<file path="src/rtl/pipe_stage_reg.sv">
// Inter-stage pipeline register for the 5-stage MIPS core (D/E, E/M or M/W).
// It carries the data channels plus PC/instr/BD/exception state, with stall, bubble, flush and perf counters.
module pipe_stage_reg #(
  parameter int          DATA_W     = 32,
  parameter int          NUM_CH     = 5,
  parameter int          EXC_W      = 5,
  parameter int          CNT_W      = 16,
  parameter logic [31:0] RESET_PC   = 32'h0000_3000,
  parameter logic [31:0] HANDLER_PC = 32'h0000_4180
) (
  input  logic                     clk,
  input  logic                     reset,
  input  logic                     en,
  input  logic                     flush,
  input  logic                     req,
  input  logic [NUM_CH*DATA_W-1:0] in_data,
  input  logic [31:0]              in_pc,
  input  logic [31:0]              in_instr,
  input  logic                     in_bd,
  input  logic [EXC_W-1:0]         in_exc,
  input  logic [EXC_W-1:0]         det_exc,
  input  logic                     in_valid,
  output logic [NUM_CH*DATA_W-1:0] out_data,
  output logic [31:0]              out_pc,
  output logic [31:0]              out_instr,
  output logic                     out_bd,
  output logic [EXC_W-1:0]         out_exc,
  output logic                     out_valid,
  output logic [CNT_W-1:0]         stall_cnt,
  output logic [CNT_W-1:0]         bubble_cnt
);

  localparam logic [CNT_W-1:0] CNT_MAX = {CNT_W{1'b1}};

  typedef struct packed {
    logic [NUM_CH*DATA_W-1:0] data;
    logic [31:0]              pc;
    logic [31:0]              instr;
    logic                     bd;
    logic [EXC_W-1:0]         exc;
    logic                     valid;
  } slot_t;

  slot_t            slot_q, slot_d;
  logic [CNT_W-1:0] stall_cnt_q, stall_cnt_d;
  logic [CNT_W-1:0] bubble_cnt_q, bubble_cnt_d;

  function automatic logic [CNT_W-1:0] sat_inc(input logic [CNT_W-1:0] v);
    return (v == CNT_MAX) ? v : v + 1'b1;
  endfunction

  // NOTE: every always_comb output gets a default first so no path can infer a latch;
  // here the default is "hold", which also covers the stall case.
  always_comb begin
    slot_d       = slot_q;
    stall_cnt_d  = stall_cnt_q;
    bubble_cnt_d = bubble_cnt_q;
    if (req) begin
      slot_d    = '0;
      slot_d.pc = HANDLER_PC;
    end else if (flush) begin
      // The bubble keeps PC/BD so a later exception still reports the right EPC.
      slot_d       = '0;
      slot_d.pc    = in_pc;
      slot_d.bd    = in_bd;
      bubble_cnt_d = sat_inc(bubble_cnt_q);
    end else if (en) begin
      slot_d.data  = in_data;
      slot_d.pc    = in_pc;
      slot_d.instr = in_instr;
      slot_d.bd    = in_bd;
      slot_d.exc   = (in_exc != '0) ? in_exc : det_exc;
      slot_d.valid = in_valid;
    end else if (slot_q.valid) begin
      stall_cnt_d = sat_inc(stall_cnt_q);
    end
  end

  // NOTE: sequential state uses non-blocking assignments so all registers
  // sample their next-state values from the same edge.
  always_ff @(posedge clk) begin
    if (reset) begin
      slot_q       <= '0;
      slot_q.pc    <= RESET_PC;
      stall_cnt_q  <= '0;
      bubble_cnt_q <= '0;
    end else begin
      slot_q       <= slot_d;
      stall_cnt_q  <= stall_cnt_d;
      bubble_cnt_q <= bubble_cnt_d;
    end
  end

  assign out_data   = slot_q.data;
  assign out_pc     = slot_q.pc;
  assign out_instr  = slot_q.instr;
  assign out_bd     = slot_q.bd;
  assign out_exc    = slot_q.exc;
  assign out_valid  = slot_q.valid;
  assign stall_cnt  = stall_cnt_q;
  assign bubble_cnt = bubble_cnt_q;

endmodule

</file>
<file path="config.mk">
export PLATFORM = sky130hd
export DESIGN_NAME = pipe_stage_reg
export DESIGN_NICKNAME = d
export VERILOG_FILES = /design/src/rtl/pipe_stage_reg.sv
export SDC_FILE = /design/constraint.sdc
export NUM_CORES = 1
export LEC_CHECK = 0
export CORE_MARGIN = 2
export CORE_UTILIZATION = 25
export DETAILED_ROUTE_END_ITERATION = 12
export PLACE_DENSITY = 0.53
export SETUP_SLACK_MARGIN = 0.02
export SLEW_MARGIN = 15
export SYNTH_ARGS = -nofsm -noshare
export SYNTH_HDL_FRONTEND = slang
export SYNTH_SLANG_ARGS = --single-unit
export TNS_END_PERCENT = 30
</file>
<file path="constraint.sdc">
create_clock -name clk -period 5.9 [get_ports clk]
set_input_delay 0.59 -clock clk [delete_from_list [all_inputs] [get_ports clk]]
set_output_delay 0.59 -clock clk [all_outputs]
set_load 0.01 [all_outputs]
</file>
# Yosys cells after proc, flatten, opt, wreduce, memory -nomap -nowiden
# Cells that the tools add are included.
# Widths: inputs -> output; s select.
[totals]
regBits = 263
input_bits = 241
output_inout_bits = 263
word_cells = 29
[classes]
addsub = 2
n_eq_ne = 2
muxes = 4
bitwise_logic = 5
reduce_logical = 7
[ops]
columns = ["op", "n"]
rows = [
  ["$mux 71", 2],
  ["$mux 54", 1],
  ["$add 16x1->16 const B", 2],
  ["$eq 16x16->1 const B", 2],
  ["$mux 5", 1],
  ["$not 1->1", 5],
  ["$reduce_and 5->1", 1],
  ["$reduce_bool 5->1", 1],
  ["$reduce_and 3->1", 1],
  ["$reduce_bool 3->1", 1],
  ["$reduce_or 3->1", 1],
  ["$reduce_bool 2->1", 1],
  ["$reduce_or 2->1", 1],
]

# Logic depth before layout (Yosys ltp)
# Gate-level depths: netlist of run 1.
[logic_depth]
ltp_word = 5
ltp_mapped = 6
depth_no_buf = 5

# Worst setup path after synthesis of run 1
# Ideal clock, no wire load.
[synth_path]
path_type = "input port to flip-flop"
startpoint = "input en"
endpoint = "register stall_cnt_q[11] (netlist: stall_cnt[11])"
setup_ns = 0.070
t_arrival_ns = 2.189
required_ns = 5.830
setup_slack_ns = 3.640
cell_stages = 5
n_path_buf = 1
path_cell_list = "buf_6 > or4b_4 > or4_1 > or3_1 > a21oi_1"
[synth_between]
elab_chain_len = 2
[synth_lines]
columns = ["element", "line", "source"]
rows = [
  ["start, declared", "13", "input logic en,"],
  ["$not 1->1 (no source line)", "--", ""],
  ["$reduce_and 5->1 (no source line)", "--", ""],
  ["end signal, assigned", "89", "stall_cnt_q <= stall_cnt_d;"],
  ["end, declared", "45", "logic [CNT_W-1:0] stall_cnt_q, stall_cnt_d;"],
]
# Every way passes these cells.
# A chain may end at the register's enable or synchronous reset.

# Final worst setup path of run 1
[layout_path]
startpoint = "input req"
endpoint = "register stall_cnt_q[6] (netlist: stall_cnt[6])"
[layout_between]
elab_chain_len = 2
[layout_lines]
columns = ["element", "line", "source"]
rows = [
  ["start, declared", "15", "input logic req,"],
  ["$not 1->1 (no source line)", "--", ""],
  ["$reduce_and 5->1 (no source line)", "--", ""],
]
# Every way passes these cells.

==> results of run 1 <==
==> worst paths after layout <==
check	from	to	slack, ns	depth (start not counted)
max	req	stall_cnt[6]	3.48	5
min	out_pc[24]	out_pc[24]	0.45	2
max reg2reg	out_valid	stall_cnt[6]	3.74	4
min reg2reg	out_pc[24]	out_pc[24]	0.45	2
==> cell usage after synthesis <==
cell type / number
o31ai_1: 3
a21boi_0: 1
and3_1: 1
clkbuf_1: 52
nor4_1: 7
and4_1: 4
nor2_1: 219
o21a_1: 1
o2111ai_1: 1
or3_1: 7
o41ai_1: 2
a211oi_1: 8
or4b_4: 1
nand2_1: 68
or2_2: 2
ha_1: 2
mux2i_1: 196
inv_1: 9
nand2b_1: 2
nor3_1: 5
nor2b_1: 14
a21oi_1: 54
a31oi_1: 4
or3b_2: 1
nand4_1: 12
a2111oi_0: 1
nor4b_2: 1
o21ai_0: 14
buf_6: 1
o21bai_1: 2
a41oi_1: 1
nand3_1: 9
buf_1: 10
or4_1: 6
mux2_2: 14
dfxtp_1: 263
==> stage by stage <==
step,worst slack [ns],std cells
after floorplan,3.64,998
after global placement,2.99,1963
after detailed placement,2.97,1963
after CTS,3.55,2023
after global routing,3.37,2023
final,3.48,2023
==> worst max-delay path, cell delays in order <==
cell and delay [ns]:
clkdlybuf4s50_1 0.58, nor4b_2 0.69, nand4_1 0.27, a211oi_1 0.32, mux2_2 0.36
==> metal layers <==
layer	vias up	routed length [µm]	GRT usage (%)
met5	-	26	0
met4	4	656	4.33
met3	50	3400	7.63
met2	308	17300	28.9
met1	4091	13600	18.5
li1	4379	-	-
==> final cells by class <==
cell class / count / area, µm²
fillers: 3866 / 22100
flip-flops and latches: 263 / 5270
repair buffers: 510 / 5100
multi-input cells: 663 / 4220
clock buffers: 49 / 998
well taps: 518 / 648
clock inverters: 11 / 163
inverters: 9 / 33.8
==> sequential cells by signal, summed over array words and instances (netlist names) <==
register / cells
bubble_cnt: 16
out_bd: 1
out_data: 160
out_exc: 5
out_instr: 32
out_pc: 32
out_valid: 1
stall_cnt: 16
==> report_power, final <==
group / switching (mW) / internal (mW) / leakage, nW
Clock: 0.795 / 1.35 / 0.575
Combinational: 0.168 / 0.270 / 3.69
Sequential: 0.0189 / 1.81 / 2.13
==> kinds of logic (layout without fill, tap and decap cells) <==
logic type                 Yosys count  after routing  share of synthesized area, %
AOI/OAI and AO/OA                   92             92                          5.35
muxes                              210            210                          21.7
buffers and inverters               72            579                          2.85
and+or+nand+nor                    359            359                          15.9
adders and majority gates            2              2                         0.256
DFF                                263            263                          54.0
==> reports/metrics.csv, run 1 <==
stage;metric;value;unit
sta;Fin. Hold Viols;0;
sta;slew margin rel.;35.0;%
place;Placed Area;15300;µm²
global_routing;first-pass GRT wire length;52.6;mm
floorplanning;I/O pin count;504;
worst_setup_path;critical path fanouts, max;8;
worst_setup_path;Req. time, crit path;6.31;ns
global_routing;vias in the first global route;8793;
clock_network;CTS Sinks;263;
sta;Setup violations, final;0;
sta;minimum clock period;2.42;ns
clock_network;Resize count post-CTS;0;
cells_and_area;layout cells sized above 1;5.51;%
detailed_routing;final wirelength;35.0;mm
floorplanning;Core Region;38600;µm²
clock_network;post-CTS setup buffers;0;
cells_and_area;most frequent cells in the layout;clkdlybuf4s50_1, dfxtp_1, nor2_1;
detailed_routing;Iteration-0 DRC Markers;328;
clock_network;clk_lat worst skew;0.53;ns
clock_network;CTS root buf;clkbuf_16;
synth;Synth area leaders;dfxtp_1, mux2i_1, nor2_1, a21oi_1, nand2_1;
detailed_routing;# DRC;0;
pwr;maximum vdd ir drop;0.196;mV
pwr;leakage;6.39;nW
place;GPL Wtd Cong;0.775;
detailed_routing;TritonRoute pass-1 iters;5;
sta;Hold Worst Slack;0.449;ns
sta;RSZ-0062 raised after global routing;no;
clock_network;CTS max path bufs;3;
status;outcome;finished clean;
synth;Syn Inst Count;998;
cells_and_area;Final Cell Area;16400;µm²
cells_and_area;Ant. Diodes;0;
worst_setup_path;crit path launch type;input port;
worst_setup_path;Arr. time, crit path;2.83;ns
floorplanning;initial core utilization;25.3;%
synth;Syn. warnings;0;
pwr;Design Power;4.42;mW
clock_network;H-tree levels;2;
detailed_routing;wire per inst;17.3;µm
cells_and_area;Finished Core Util;42.6;%
sta;Setup Skew;0.0186;ns
cells_and_area;Layout Nets;1724;
global_routing;grt total ovfl;0;
place;Buffers on Ports;503;
cells_and_area;commonest non-fill, non-tap cell in the layout;clkdlybuf4s50_1;
min_path;HP Class;reg2reg;
synth;area leader, netlist;dfxtp_1;
clock_network;CTS tree;built;
worst_setup_path;CP Class;in2reg;
global_routing;initial antenna violation count;2;
sta;Peak Freq;0.414;GHz
sta;Slew Viols, Final;0;
synth;post-synth top area share;54.0;%
place;detailed placer's ending HPWL;25.6;mm
clock_network;Clk pin slew, worst setup/hold paths;0.06;ns
clock_network;cts bufs inserted;34;
detailed_routing;routed vias/inst;4.37;
synth;sequential fraction of the synthesis area;54.0;%
detailed_routing;Antenna Violating Nets Remaining;0;
run;max_cap viols;0;
worst_setup_path;endpoint class of the critical path;flip-flop;
sta;worst-margin pin slew;0.976;ns
synth;Yosys cell types;36;
floorplanning;Core Rows;72;
sta;setup TNS;0;ns
floorplanning;Die Y;202;µm
clock_network;CTS Hold Bufs;0;
synth;FF+latch count, synth;263;
global_routing;largest net degree at the start of global routing;96;
synth;syn nets;1241;
pwr;PD cells;269;nW/µm²
floorplanning;total die area;40600;µm²
synth;Mean Syn Cell Area;9.78;µm²
global_routing;Tot GR Track Use;16.7;%
synth;Syn Std Cell Area;9760;µm²
floorplanning;die width;202;µm
cells_and_area;Layout area overhead;68.4;%
sta;final critical-path share of the clock period;40.9;%
detailed_routing;vias post-DR;8832;
Power figures use the tool's default switching activity.
==> run 2: changes to the inputs <==
- PLACE_DENSITY: 0.53 -> 0.55
- clock period: 5.9 -> 2.2 ns (I/O delays scaled with it)
==> reports/metrics.csv, run 2 (synthesis results as in run 1) <==
stage;metric;value;unit;change
detailed_routing;Iteration-0 DRC Markers;328;;unchanged
pwr;Sw Ratio;22.3;%;about the same
clock_network;Resize count post-CTS;0;;unchanged
pwr;Power Internal;8.65;mW;+150%
clock_network;CTS Sinks;263;;unchanged
cells_and_area;most frequent cells in the layout;clkdlybuf4s50_1, dfxtp_1, nor2_1;;
floorplanning;initial core utilization;25.3;%;unchanged
floorplanning;Die Y;202;µm;unchanged
floorplanning;Core Rows;72;;unchanged
clock_network;CTS Hold Bufs;0;;unchanged
worst_setup_path;CP Depth;1;;-4
pwr;Clock power frac;45.2;%;-3.4 points
pwr;Gate power share;10.6;%;+0.7 points
sta;final critical-path share of the clock period;88.5;%;
global_routing;grt total ovfl;0;;unchanged
global_routing;initial antenna violation count;0;;-2
cells_and_area;Ant. Diodes;0;;unchanged
worst_setup_path;reg2reg setup slack;0.30;ns;-3.44 ns
sta;Setup Skew;0.00767;ns;-0.0110 ns
sta;worst-margin pin slew;0.980;ns;+0.00453 ns
worst_setup_path;Req. time, crit path;1.98;ns;-4.33 ns
worst_setup_path;endpoint class of the critical path;output port;;
sta;Peak Freq;0.513;GHz;
cells_and_area;Final Cell Area;16400;µm²;about the same
worst_setup_path;R2R depth;6;;+2
global_routing;first-pass GRT wire length;51.5;mm;-2.2%
worst_setup_path;critical path capture point;stall_cnt[9];;
worst_setup_path;Worst Path Buf+Inv;1;;unchanged
pwr;Sw Pwr;2.48;mW;+150%
clock_network;H-tree levels;1;;-1
detailed_routing;final wirelength;33.6;mm;-4.0%
detailed_routing;vias post-DR;8786;;-0.52%
detailed_routing;routed vias/inst;4.33;;-0.86%
place;detailed placer's ending HPWL;24.3;mm;-5.0%
pwr;maximum vdd ir drop;0.660;mV;+240%
sta;slew margin rel.;34.7;%;-0.30 points
worst_setup_path;Worst path max stage delay;0.64;ns;-0.05 ns
detailed_routing;# DRC;0;;unchanged
clock_network;CTS max path bufs;3;;unchanged
worst_setup_path;R2R Path Start;stall_cnt[0];;
detailed_routing;wire per inst;16.6;µm;-4.4%
floorplanning;I/O pin count;504;;unchanged
worst_setup_path;end of the worst register-to-register path;stall_cnt[5];;
cells_and_area;layout cells sized above 1;6.02;%;+0.50 points
pwr;leakage;6.40;nW;about the same
clock_network;cts bufs inserted;30;;-12%
worst_setup_path;worst path cell trace;clkdlybuf4s50_1;;
clock_network;Clk pin slew, worst setup/hold paths;0.06;ns;about the same
worst_setup_path;Crit-path slowest cell;clkdlybuf4s50_1;;
detailed_routing;Antenna Violating Nets Remaining;0;;unchanged
global_routing;Tot GR Track Use;15.9;%;-0.76 points
sta;RSZ-0062 raised after global routing;no;;
place;Buffers on Ports;503;;unchanged
worst_setup_path;delay-heaviest family, CP;buffers and inverters;;
cells_and_area;max reg flops;160;;unchanged
worst_setup_path;CP Class;reg2out;;
clock_network;clk_lat worst skew;0.55;ns;+0.02 ns
worst_setup_path;Arr. time, crit path;1.73;ns;-1.10 ns
sta;setup TNS;0;ns;unchanged
cells_and_area;commonest non-fill, non-tap cell in the layout;clkdlybuf4s50_1;;
pwr;Flop pwr share;44.1;%;+2.6 points
clock_network;CTS root buf;clkbuf_16;;
cells_and_area;Layout area overhead;68.2;%;about the same
global_routing;largest net degree at the start of global routing;124;;+29%
floorplanning;total die area;40600;µm²;unchanged
sta;Hold Worst Slack;0.106;ns;-0.343 ns
cells_and_area;Finished Core Util;42.6;%;about the same
worst_setup_path;critical path fanouts, max;10;;+2
pwr;PD cells;678;nW/µm²;+150%
global_routing;vias in the first global route;8823;;+0.34%
detailed_routing;TritonRoute pass-1 iters;5;;unchanged
floorplanning;die width;202;µm;unchanged
cells_and_area;Layout Nets;1735;;+0.64%
worst_setup_path;worst setup path start;stall_cnt[9];;
sta;Setup violations, final;0;;unchanged
run;max_cap viols;0;;unchanged
clock_network;CTS tree;built;;
place;GPL Wtd Cong;0.787;;+1.6%
sta;Fin. Hold Viols;0;;unchanged
min_path;HP Class;in2reg;;
floorplanning;Core Region;38600;µm²;unchanged
sta;Slew Viols, Final;0;;unchanged
place;Placed Area;15400;µm²;+0.98%
clock_network;post-CTS setup buffers;0;;unchanged
worst_setup_path;crit path launch type;flip-flop;;
status;outcome;finished clean;;
sta;minimum clock period;1.95;ns;
## run 2: cell count changes in the layout (fill, tap and decap cells not counted), sizes merged
cell      before  now
buf            9   24
bufinv         4    2
clkbuf        49   45
clkinv         6    4
clkinvlp       0    1
inv           10    9
## run 2: worst min-delay path by stage
stage,to,startpoint,depth (start not counted)
global route,stall_cnt[1],en,4
finish,stall_cnt[3],reset,2
detailed placement,out_pc[1],out_pc[1],2
global placement,out_pc[20],out_pc[20],2
CTS,stall_cnt[3],reset,2
floorplan,out_pc[12],req,1
## run 2: worst register-to-register path, cell delays in order, from the launching register on
cell,delay [ns]
dfxtp_1,0.44
ha_1,0.29
nand4_1,0.14
nor4_1,0.37
buf_4,0.22
nor2_1,0.06
mux2_2,0.26
## run 2: final cells by class
class | count | area (µm²)
fillers | 3847 | 22100
flip-flops and latches | 263 | 5270
repair buffers | 525 | 5250
multi-input cells | 663 | 4220
clock buffers | 45 | 908
well taps | 518 | 648
clock inverters | 7 | 87.6
inverters | 9 | 33.8
## run 2: through the flow
stage / setup WS, ns / power (mW) / std cells
5_1_grt: 0.172 / 11.6 / 2030
4_1_cts: 0.238 / 11.3 / 2030
2_1_floorplan: 0.193 / 5.48 / 998
3_5_place_dp: -0.0199 / 6.20 / 1978
6_report: 0.252 / 11.1 / 2030
3_3_place_gp: -0.0558 / 6.20 / 1978
## run 2: power groups by stage
stage / clock network, mW / registers [mW] / logic [mW]
2_1_floorplan: 0 / 5.06 / 0.418
3_3_place_gp: 0 / 5.01 / 1.18
3_5_place_dp: 0 / 5.01 / 1.19
4_1_cts: 5.23 / 4.91 / 1.20
5_1_grt: 5.41 / 4.92 / 1.27
6_report: 5.03 / 4.91 / 1.18
## run 2: routing by layer
| metal | part of all wire (%) | global-route usage [%] | wire length, µm | up-vias |
|---|---|---|---|---|
| li1 | - | - | - | 4383 |
| met1 | 41 | 18.9 | 13700 | 4048 |
| met2 | 48 | 27.3 | 16300 | 310 |
| met3 | 8.8 | 5.60 | 2970 | 45 |
| met4 | 2.1 | 4.15 | 692 | 0 |
| met5 | 0 | 0 | 0 | - |
